===== config.mk =====
export PLATFORM = sky130hd
export DESIGN_NAME = tx_frame_scheduler
export DESIGN_NICKNAME = d
export VERILOG_FILES = /design/src/rtl/tx_frame_scheduler.sv
export SDC_FILE = /design/constraint.sdc
export NUM_CORES = 2
export LEC_CHECK = 0
export ABC_AREA = 1
export CORE_ASPECT_RATIO = 1.5
export CORE_MARGIN = 5
export CORE_UTILIZATION = 30
export DETAILED_ROUTE_END_ITERATION = 16
export SYNTH_ARGS = -nofsm -noshare
export SYNTH_HDL_FRONTEND = slang
export SYNTH_SLANG_ARGS = --single-unit

===== constraint.sdc =====
create_clock -name i_clk -period 5.3 [get_ports i_clk]
set_input_delay 0.53 -clock i_clk [delete_from_list [all_inputs] [get_ports i_clk]]
set_output_delay 0.53 -clock i_clk [all_outputs]
set_load 0.005 [all_outputs]

===== src/rtl/tx_frame_scheduler.sv =====
// Frame buffer and transmit sequencer: commits complete length-prefixed host
// frames into a circular byte buffer and replays them over valid/ready.
module tx_frame_scheduler #(
    parameter int ADDR_W = 9
) (
    input  logic        i_clk,
    input  logic        i_rst,
    input  logic [7:0]  i_wr_data,
    input  logic        i_wr_en,
    input  logic        i_wr_abort,
    input  logic        i_clear_status,
    output logic        o_wr_ready,
    output logic [7:0]  o_tx_data,
    output logic        o_tx_valid,
    output logic        o_tx_last,
    input  logic        i_tx_ready,
    output logic [15:0] o_data_size,
    output logic [7:0]  o_frames_count,
    output logic [15:0] o_status
);
    localparam int          DEPTH   = 2**ADDR_W;
    localparam int          PW      = ADDR_W + 1;
    localparam logic [16:0] MAX_LEN = 17'(DEPTH - 2);

    typedef enum logic [1:0] {W_LEN0, W_LEN1, W_DATA, W_SKIP} wstate_t;
    typedef enum logic [1:0] {R_IDLE, R_HDR0, R_HDR1, R_DATA} rstate_t;

    logic [7:0]    r_mem [DEPTH];
    logic [7:0]    r_rd_data_p1;
    wstate_t       r_wstate, w_wstate_nxt;
    rstate_t       r_rstate, w_rstate_nxt;
    logic [PW-1:0] r_wr_ptr, r_commit_ptr, r_rd_ptr;
    logic [PW-1:0] w_wr_ptr_nxt, w_commit_ptr_nxt, w_rd_ptr_nxt;
    logic [PW-1:0] w_used, w_size;
    logic [7:0]    r_len_lo, w_len_lo_nxt;
    logic [15:0]   r_remain, w_remain_nxt;
    logic [15:0]   r_count, w_count_nxt;
    logic [15:0]   w_len;
    logic [7:0]    r_frames, r_drops, w_drops_base;
    logic [3:0]    r_sticky, w_evt;
    logic          w_full, w_empty, w_store, w_commit, w_drop_evt, w_xfer, w_last_xfer;

    assign w_used      = r_wr_ptr - r_rd_ptr;
    assign w_size      = r_commit_ptr - r_rd_ptr;
    assign w_full      = (w_used == PW'(DEPTH));
    assign w_empty     = (w_used == '0);
    assign w_len       = {i_wr_data, r_len_lo};

    // r_remain counts payload bytes in W_DATA and bytes to discard in W_SKIP
    always_comb begin
        w_wstate_nxt     = r_wstate;
        w_wr_ptr_nxt     = r_wr_ptr;
        w_commit_ptr_nxt = r_commit_ptr;
        w_len_lo_nxt     = r_len_lo;
        w_remain_nxt     = r_remain;
        w_store          = 1'b0;
        w_commit         = 1'b0;
        w_drop_evt       = 1'b0;
        w_evt            = 4'b0000;
        if (i_wr_abort && (r_wstate != W_LEN0)) begin
            w_wr_ptr_nxt = r_commit_ptr;
            w_evt[3]     = 1'b1;
            w_drop_evt   = 1'b1;
            w_wstate_nxt = W_LEN0;
        end else if (i_wr_en) begin
            if (r_wstate == W_SKIP) begin
                w_remain_nxt = r_remain - 16'd1;
                if (r_remain == 16'd1) w_wstate_nxt = W_LEN0;
            end else if (w_full) begin
                w_wr_ptr_nxt = r_commit_ptr;
                w_evt[0]     = 1'b1;
                w_drop_evt   = (r_wstate != W_LEN0);
                if ((r_wstate == W_DATA) && (r_remain != 16'd1)) begin
                    w_remain_nxt = r_remain - 16'd1;
                    w_wstate_nxt = W_SKIP;
                end else begin
                    w_wstate_nxt = W_LEN0;
                end
            end else begin
                w_store      = 1'b1;
                w_wr_ptr_nxt = r_wr_ptr + PW'(1);
                case (r_wstate)
                    W_LEN0: begin
                        w_len_lo_nxt = i_wr_data;
                        w_wstate_nxt = W_LEN1;
                    end
                    W_LEN1: begin
                        if (w_len == 16'd0) begin
                            w_evt[1]     = 1'b1;
                            w_drop_evt   = 1'b1;
                            w_wr_ptr_nxt = r_commit_ptr;
                            w_wstate_nxt = W_LEN0;
                        end else if ({1'b0, w_len} > MAX_LEN) begin
                            w_evt[2]     = 1'b1;
                            w_drop_evt   = 1'b1;
                            w_wr_ptr_nxt = r_commit_ptr;
                            w_remain_nxt = w_len;
                            w_wstate_nxt = W_SKIP;
                        end else begin
                            w_remain_nxt = w_len;
                            w_wstate_nxt = W_DATA;
                        end
                    end
                    W_DATA: begin
                        w_remain_nxt = r_remain - 16'd1;
                        if (r_remain == 16'd1) begin
                            w_commit         = 1'b1;
                            w_commit_ptr_nxt = r_wr_ptr + PW'(1);
                            w_wstate_nxt     = W_LEN0;
                        end
                    end
                    default: ;
                endcase
            end
        end
    end

    // Read address is the next rd_ptr, so r_rd_data_p1 always mirrors mem[rd_ptr]
    always_comb begin
        w_rstate_nxt = r_rstate;
        w_rd_ptr_nxt = r_rd_ptr;
        w_count_nxt  = r_count;
        w_last_xfer  = 1'b0;
        w_xfer       = (r_rstate == R_DATA) && i_tx_ready;
        case (r_rstate)
            R_IDLE: if (r_frames != 8'd0) w_rstate_nxt = R_HDR0;
            R_HDR0: begin
                w_count_nxt  = {8'h00, r_rd_data_p1};
                w_rd_ptr_nxt = r_rd_ptr + PW'(1);
                w_rstate_nxt = R_HDR1;
            end
            R_HDR1: begin
                w_count_nxt  = {r_rd_data_p1, r_count[7:0]};
                w_rd_ptr_nxt = r_rd_ptr + PW'(1);
                w_rstate_nxt = R_DATA;
            end
            R_DATA: if (w_xfer) begin
                w_rd_ptr_nxt = r_rd_ptr + PW'(1);
                w_count_nxt  = r_count - 16'd1;
                if (r_count == 16'd1) begin
                    w_last_xfer  = 1'b1;
                    w_rstate_nxt = R_IDLE;
                end
            end
            default: ;
        endcase
    end

    assign w_drops_base = i_clear_status ? 8'd0 : r_drops;

    always_ff @(posedge i_clk or posedge i_rst) begin
        if (i_rst) begin
            r_wstate     <= W_LEN0;
            r_rstate     <= R_IDLE;
            r_wr_ptr     <= '0;
            r_commit_ptr <= '0;
            r_rd_ptr     <= '0;
            r_len_lo     <= 8'd0;
            r_remain     <= 16'd0;
            r_count      <= 16'd0;
            r_frames     <= 8'd0;
            r_drops      <= 8'd0;
            r_sticky     <= 4'b0000;
        end else begin
            r_wstate     <= w_wstate_nxt;
            r_rstate     <= w_rstate_nxt;
            r_wr_ptr     <= w_wr_ptr_nxt;
            r_commit_ptr <= w_commit_ptr_nxt;
            r_rd_ptr     <= w_rd_ptr_nxt;
            r_len_lo     <= w_len_lo_nxt;
            r_remain     <= w_remain_nxt;
            r_count      <= w_count_nxt;
            case ({w_commit, w_last_xfer})
                2'b10:   r_frames <= r_frames + 8'd1;
                2'b01:   r_frames <= r_frames - 8'd1;
                default: r_frames <= r_frames;
            endcase
            r_sticky <= (i_clear_status ? 4'b0000 : r_sticky) | w_evt;
            if (w_drop_evt)
                r_drops <= (w_drops_base == 8'hFF) ? 8'hFF : w_drops_base + 8'd1;
            else
                r_drops <= w_drops_base;
        end
    end

    always_ff @(posedge i_clk) begin
        if (w_store) r_mem[r_wr_ptr[ADDR_W-1:0]] <= i_wr_data;
        r_rd_data_p1 <= r_mem[w_rd_ptr_nxt[ADDR_W-1:0]];
    end

    assign o_wr_ready     = !w_full;
    assign o_tx_valid     = (r_rstate == R_DATA);
    assign o_tx_last      = (r_rstate == R_DATA) && (r_count == 16'd1);
    assign o_tx_data      = o_tx_valid ? r_rd_data_p1 : 8'd0;
    assign o_data_size    = 16'(w_size);
    assign o_frames_count = r_frames;
    assign o_status       = {r_drops, r_sticky, w_empty, w_full,
                             (r_rstate != R_IDLE), (r_wstate != W_LEN0)};

endmodule


Word-level counts from Yosys, hierarchy flattened
Memories as Yosys holds them, arrays and structs flattened. A register that Yosys moved wholly into a read port is not among the register bits.
Cells that the tools add are included.
Storage, ports and cells
  memory bits (read-only): 0
  memory bits (writable): 4096
  bits in latches: 0
  memories: 1
  register bits after elaboration: 94
Memory list
  r_mem: words 512, bits a word 8, rd ports 1, clocked after Yosys merged registers in 1, wr ports 1, line 28  | logic [7:0] r_mem [DEPTH];
Cells by class
  add/sub/neg operators: 9
  div/mod/pow operators: 0
  reductions and logical operators: 29
  shifts and indexed selects: 0
  bitwise gates (word level): 5
  multiplexer cells: 66
  order comparisons: 1
  multiply operators: 0
  equality and inequality tests: 19
Operators with widths (number)
  2-to-1 mux 10 bit: 8
  2-to-1 mux 16 bit: 5
  case mux 16 bit (3 select lines): 1
  == test 16 x 1 -> 1 bit (second input constant): 2
  2-to-1 mux 8 bit: 4
  case mux 16 bit (2 select lines): 1
  subtractor 16 x 1 -> 16 bit (second input constant): 2
  2-to-1 mux 1 bit: 27
  2-to-1 mux 2 bit: 12
  adder 10 x 1 -> 10 bit (second input constant): 2
  case mux 10 bit (2 select lines): 1
  subtractor 10 bit: 2
  adder 8 x 1 -> 8 bit (second input constant): 2
  > comparator 16 x 9 -> 1 bit (second input constant): 1
  zero test 16 bit: 1
  inequality test 16 x 1 -> 1 bit (second input constant): 1
  case mux 8 bit (2 select lines): 1
  nonzero test 2 bit: 6
  == test 10 bit (second input constant): 1
  == test 2 bit (second input constant): 5
  zero test 10 bit: 1
  AND reduction 5 bit: 2
  2-to-1 mux 3 bit: 3
  == test 8 bit (second input constant): 1
  other kinds (22): 37

Logic depth before layout (Yosys ltp)
  depth in word-level cells: 9
  mapped depth: 32
  depth with buffers taken out: 30

Least setup slack after synthesis
OpenSTA, ideal clock, no wires.
  path type: reg2reg
  start: register r_rd_ptr[2]
  end: register r_frames[7], in the netlist o_frames_count[7]
  data required time: 5.221 ns
  stages on the path, launching flop included: 32
  data arrival time: 3.913 ns
  setup slack: 1.307 ns
  period minus slack after synthesis: 3.993 ns
  cell sequence: dfrtp_1 inv_1 ha_1 a21oi_1 nand2_1 nand2_1 nand2_2 nand2_1 nand2_1 xnor2_1 nand2_1 nor2_2 nand2_4 nand3_4 inv_4 buf_6 nand2_1 buf_2 ha_1 ha_1 nand2_1 nand2_1 a21oi_1 nor2_1 o21ai_0 nand2_1 nand2_1 nand2_1 a21oi_1 o21ai_0 a21oi_1 xor2_1
On the way
  cells in the longest elaborated chain, start to end: 8
  elaborated cells on any way between the ends: 10
  those cells by class: 1 x add/sub; 3 x eq/ne; 5 x mux; 1 x reduce/logical
RTL lines
  start: declaration: line 32  | logic [PW-1:0] r_wr_ptr, r_commit_ptr, r_rd_ptr;
  start signal: assignment: line 169  | r_rd_ptr <= w_rd_ptr_nxt;
  subtractor 10 bit *: line 43  | assign w_used = r_wr_ptr - r_rd_ptr;
  == test 10 bit *: line 45  | assign w_full = (w_used == PW'(DEPTH));
  2-to-1 mux 1 bit *: line 69  | end else if (w_full) begin
  2-to-1 mux 1 bit *: line 66  | if (r_wstate == W_SKIP) begin
  2-to-1 mux 1 bit *: line 65  | end else if (i_wr_en) begin
  2-to-1 mux 1 bit *: line 60  | if (i_wr_abort && (r_wstate != W_LEN0)) begin
  == test 2 x 1 -> 1 bit / == test 2 bit (equally long branches): line 173  | case ({w_commit, w_last_xfer})
  case mux 8 bit (2 select lines) / nonzero test 2 bit (equally long branches)
  end signal: assignment: line 174  | 2'b10: r_frames <= r_frames + 8'd1;
  end signal: assignment: line 175  | 2'b01: r_frames <= r_frames - 8'd1;
  end signal: assignment: line 176  | default: r_frames <= r_frames;
  end: declaration: line 39  | logic [7:0] r_frames, r_drops, w_drops_base;
Every way passes the cells marked *; elsewhere a longest branch is shown, timed or not.
A chain may end at the register's enable or synchronous reset.

Final worst setup path
  start: register r_rstate[0]
  end: register r_rd_data_p1[5] (read register of r_mem)
On the way
  cells in the longest elaborated chain, start to end: 4
  elaborated cells on any way between the ends: 7
  those cells by class: 3 x eq/ne; 2 x mux; 2 x reduce/logical
RTL lines
  start: declaration: line 31  | rstate_t r_rstate, w_rstate_nxt;
  start signal: assignment: line 166  | r_rstate <= w_rstate_nxt;
  == test 2 bit: line 124, 125
  logical AND 1 bit: line 124  | w_xfer = (r_rstate == R_DATA) && i_tx_ready;
  2-to-1 mux 10 bit: line 137  | R_DATA: if (w_xfer) begin
  case mux 10 bit (2 select lines) *: line 125  | case (r_rstate)
  end: declaration: line 29  | logic [7:0] r_rd_data_p1;
Every way passes the cells marked *; elsewhere a longest branch is shown, timed or not. The select of a mux whose other input is x is not followed.

==> results.md <==
- Status: complete, but fails checks
- Violated checks: negative setup slack
- Overflow left after global routing: 0
- Die area: approximately 600000 um2
- Clock tree buffer depth: 4
- CP most frequent cell: nand3_1
- Synth cell count leaders: nand3_1 (5141), edfxtp_1 (4096), nand2_1 (3345)
- Post-synthesis simple-gate area fraction: about a quarter
- Leading area contributor after synthesis: edfxtp_1
- # DRC: 0
- Register area share after synthesis: 71.9%
- Die width: 633 um
- Die Height: 944 um
- Worst-margin pin slew: between 1 and 1.5 ns
- Top_reg_cell synth: edfxtp_1
- Post-route minimum period: 5.33 ns
- Syn Inst Count: 14968
- CP Max Fanout: between 70 and 80
- VDD IR-drop max: ~900 uV
- H-Tree Depth: 5
- Tot GR Track Use: ~17%
- Critical path's top delay family: simple AND/OR/NAND/NOR gates
- Reg-to-reg critical path endpoint: r_rd_data_p1[5]$_DFF_P_
- Final setup fails: 1
- Fin crit share: 101%
- Min-Delay Endpoint: r_mem[152][7]$_DFFE_PP_
- Largest family of logic cells by synthesized area: simple AND/OR/NAND/NOR gates
- Core ar.: 581000 um2
- Power Total: 125000 uW
- Fin. max-slew vios: 0
- CP bufs+invs: 3
- Req. time, crit path: between 6 and 7 ns
- Clock tree sinks: between 4000 and 5000
- Power per cell area: about 640 nW/um2
- Initial antenna violation count: 10
- Slew HR: around 4.5%
- CTS Buf Count: between 300 and 400
- Initial drt markers: about 12000
- Ys Warns: 0
- IO Count: between 60 and 70
- DRT Wirelength: roughly 540 mm
- Reg2Reg Depth: 18
- Slowest stage delay, CP: approximately 0.54 ns
- Row count: 343
- 1st-pass router iterations: 6
- Synthesized-area fraction occupied by adder cells: 0.338%
- Area contributors post-synth: edfxtp_1 (70%), nand3_1 (15%), nand2_1 (7.2%), buf_2 (1.8%), dfrtp_1 (1.3%)
- Slowest CP cell: nand3_1
- Min-delay src: i_wr_data[7]
- Most frequent cell after synthesis: nand3_1
- Largest net degree at the start of global routing: between 150 and 200
- Multiplexer area fraction after synthesis: 0%
- Worst setup EP type: flip-flop
- Pleak: 0.0665 uW
- Layout cell share with drive strength beyond 1: around 7%
- Reg2reg start: r_rstate[0]$_DFFE_PP0P_
- IO Port Bufs: just under 60
- Yosys top cell area share: 70.5%
- RSZ-0062 raised after global routing: no
- Synthesized area: 175000 um2
- Yosys reg bits: about 4200
- Gpl congestion: 0.901
- Skew final: roughly 0.052 ns
- Vias: 117461
- DRT antenna net count: 0
- Final worst setup slack: -0.0304 ns
- CTS tree: done
- F_max: 188 MHz
- Critical-path cell list: ha_1 > nand2_1 > nand2_4 > nand2_8 > nand2_8 > inv_8 > buf_12 > buf_12 > nand2_1 > nand3_1 > nand3_1 > nand3_1 > nand3_1 > nand3_1 > nand3_1 > nand3_1 > nand3_1 > nand2_1
- Initial core utilization: ~30%
- Max-capacitance violation count: 0
- Clock slew at reported path FFs: about 0.070 ns
- Setup CP Type: flip-flop to flip-flop
- Final hold viol count: 0
- Yosys cell types: 56
- WL/cell: 23.8 um
- Average size of a mapped cell: between 10 and 15 um2
- R2r setup slk: -0.03 ns
- Worst hold-check path type: input pin to flip-flop
- Clock root cell: clkbuf_16
- Vias/cell: roughly 5.2
- Worst hold path depth: 1
- DPL Wire Length: between 300 and 400 mm
- Area growth syn-to-layout: 12.5%
- Ys async rst share: between 2 and 2.5%
- Final #Nets: roughly 15000
- Dpl ws: -0.177 ns
- Xor/xnor share of the synthesized area: less than 1%
- Post-synth EDFFs: 4096
- Startpoint types: flip-flop
- Vias in the first global route: around 110k
- Compound-cell area share of the yosys netlist: 0.539%
- Worst-skew pair later-pin latency: between 0.9 and 1 ns
- Worst EP arrival: 6.21 ns
- First-pass GRT wire length: around 780 mm
[per-stage QoR]
| stage | hold WS (ns) | utilization (%) | cell area, um2 | std cells | setup TNS [ns] |
|---|---|---|---|---|---|
| after global routing | 0.0283 | 33.8 | 196000 | 22774 | 0 |
| after floorplan | 0.458 | - | 175000 | 14973 | 0 |
| final | 0.0384 | 33.8 | 196000 | 22783 | -0.0304 |
| after global placement | 0.472 | 31.8 | 185000 | 22122 | -0.401 |
| after CTS | 0.00768 | 33.8 | 196000 | 22767 | 0 |
| after detailed placement | 0.481 | 31.8 | 185000 | 22122 | -0.333 |
[state kept, by name (all words and copies together) (netlist names)]
signal / cells
r_len_lo: 8
r_count: 16
r_drops: 8
r_wr_ptr: 10
r_remain: 16
r_rd_ptr: 10
o_frames_count: 8
r_rstate: 2
r_sticky: 4
r_commit_ptr: 10
r_wstate: 2
r_rd_data_p1: 8
r_mem: 4096
[cells by family after synthesis]
logic type	count (synthesis)
compound gates	169
simple gates	9218
fa+ha+maj	46
flops	4198
other cells	1
buf+inv	1300
xor+xnor	36
[cell type report]
class / instances / area [um2]
Antenna cell: 16 / 40.0
Clock buffer: 415 / 9340
Clock inverter: 227 / 2080
Fill cell: 56585 / 384000
Inverter: 189 / 792
Multi-Input combinational cell: 9475 / 43500
Sequential cell: 4198 / 126000
Tap cell: 7762 / 9710
Timing Repair Buffer: 501 / 5500
[cell usage in the layout (no fill, tap or decap), types with 6 or more instances in the layout]
cell and count:
nand2_1 3345, o21ai_1 18, nand4_1 12, clkinvlp_4 20, nor2_2 14, nand3_1 5137
conb_1 6, dfxtp_1 8, nand3_2 9, nand2_2 16, clkbuf_16 364, nor3_1 19
a21oi_1 47, inv_1 159, buf_8 8, clkinv_2 71, diode_2 16, bufinv_16 35
clkbuf_1 47, a22oi_1 8, nor4_1 10, inv_6 9, o21ai_0 72, dfrtp_1 94
inv_4 14, nor2_1 618, xor2_1 27, buf_4 314, clkdlybuf4s50_1 50, buf_12 122
ha_1 44, edfxtp_1 4096, xnor2_1 9, clkinv_1 89
[how the worst max path moves through the flow]
stage / startpoint / endpoint / slack (ns) / depth (start not counted)
floorplan: r_rd_ptr[2]$_DFF_PP0_ / o_frames_count[7]$_DFFE_PP0P_ / 1.31 / 31
global placement: i_tx_ready / r_rd_data_p1[5]$_DFF_P_ / -0.19 / 19
detailed placement: i_tx_ready / r_rd_data_p1[5]$_DFF_P_ / -0.18 / 19
CTS: r_rstate[0]$_DFFE_PP0P_ / r_rd_data_p1[5]$_DFF_P_ / 0.03 / 16
global route: r_rstate[0]$_DFFE_PP0P_ / r_rd_data_p1[5]$_DFF_P_ / 0.01 / 18
finish: r_rstate[0]$_DFFE_PP0P_ / r_rd_data_p1[5]$_DFF_P_ / -0.03 / 18
[per-layer routing]
| layer | vias up | share of wire, % | GRT usage, % |
|---|---|---|---|
| li1 | 53202 | - | - |
| met1 | 58093 | 35 | 19.4 |
| met2 | 4898 | 51 | 30.9 |
| met3 | 1268 | 6.0 | 2.06 |
| met4 | 0 | 8.2 | 12.2 |
| met5 | - | 0 | 0 |
[power breakdown]
part / internal [uW] / total (uW) / switching [uW] / leakage (uW)
sequential: 36800 / 37400 / 549 / 0.0381
clock: 14400 / 26400 / 12100 / 0.00557
combinational: 17000 / 61000 / 44100 / 0.0228
[repair_timing]
item,in CTS,in global routing
gates resized for setup,0,6
setup endpoints to repair,0,4
hold buffers,3,0
endpoints found under the hold margin,39,0
buffers inserted,0,0
No activity file was read; power rests on OpenSTA's default activity.
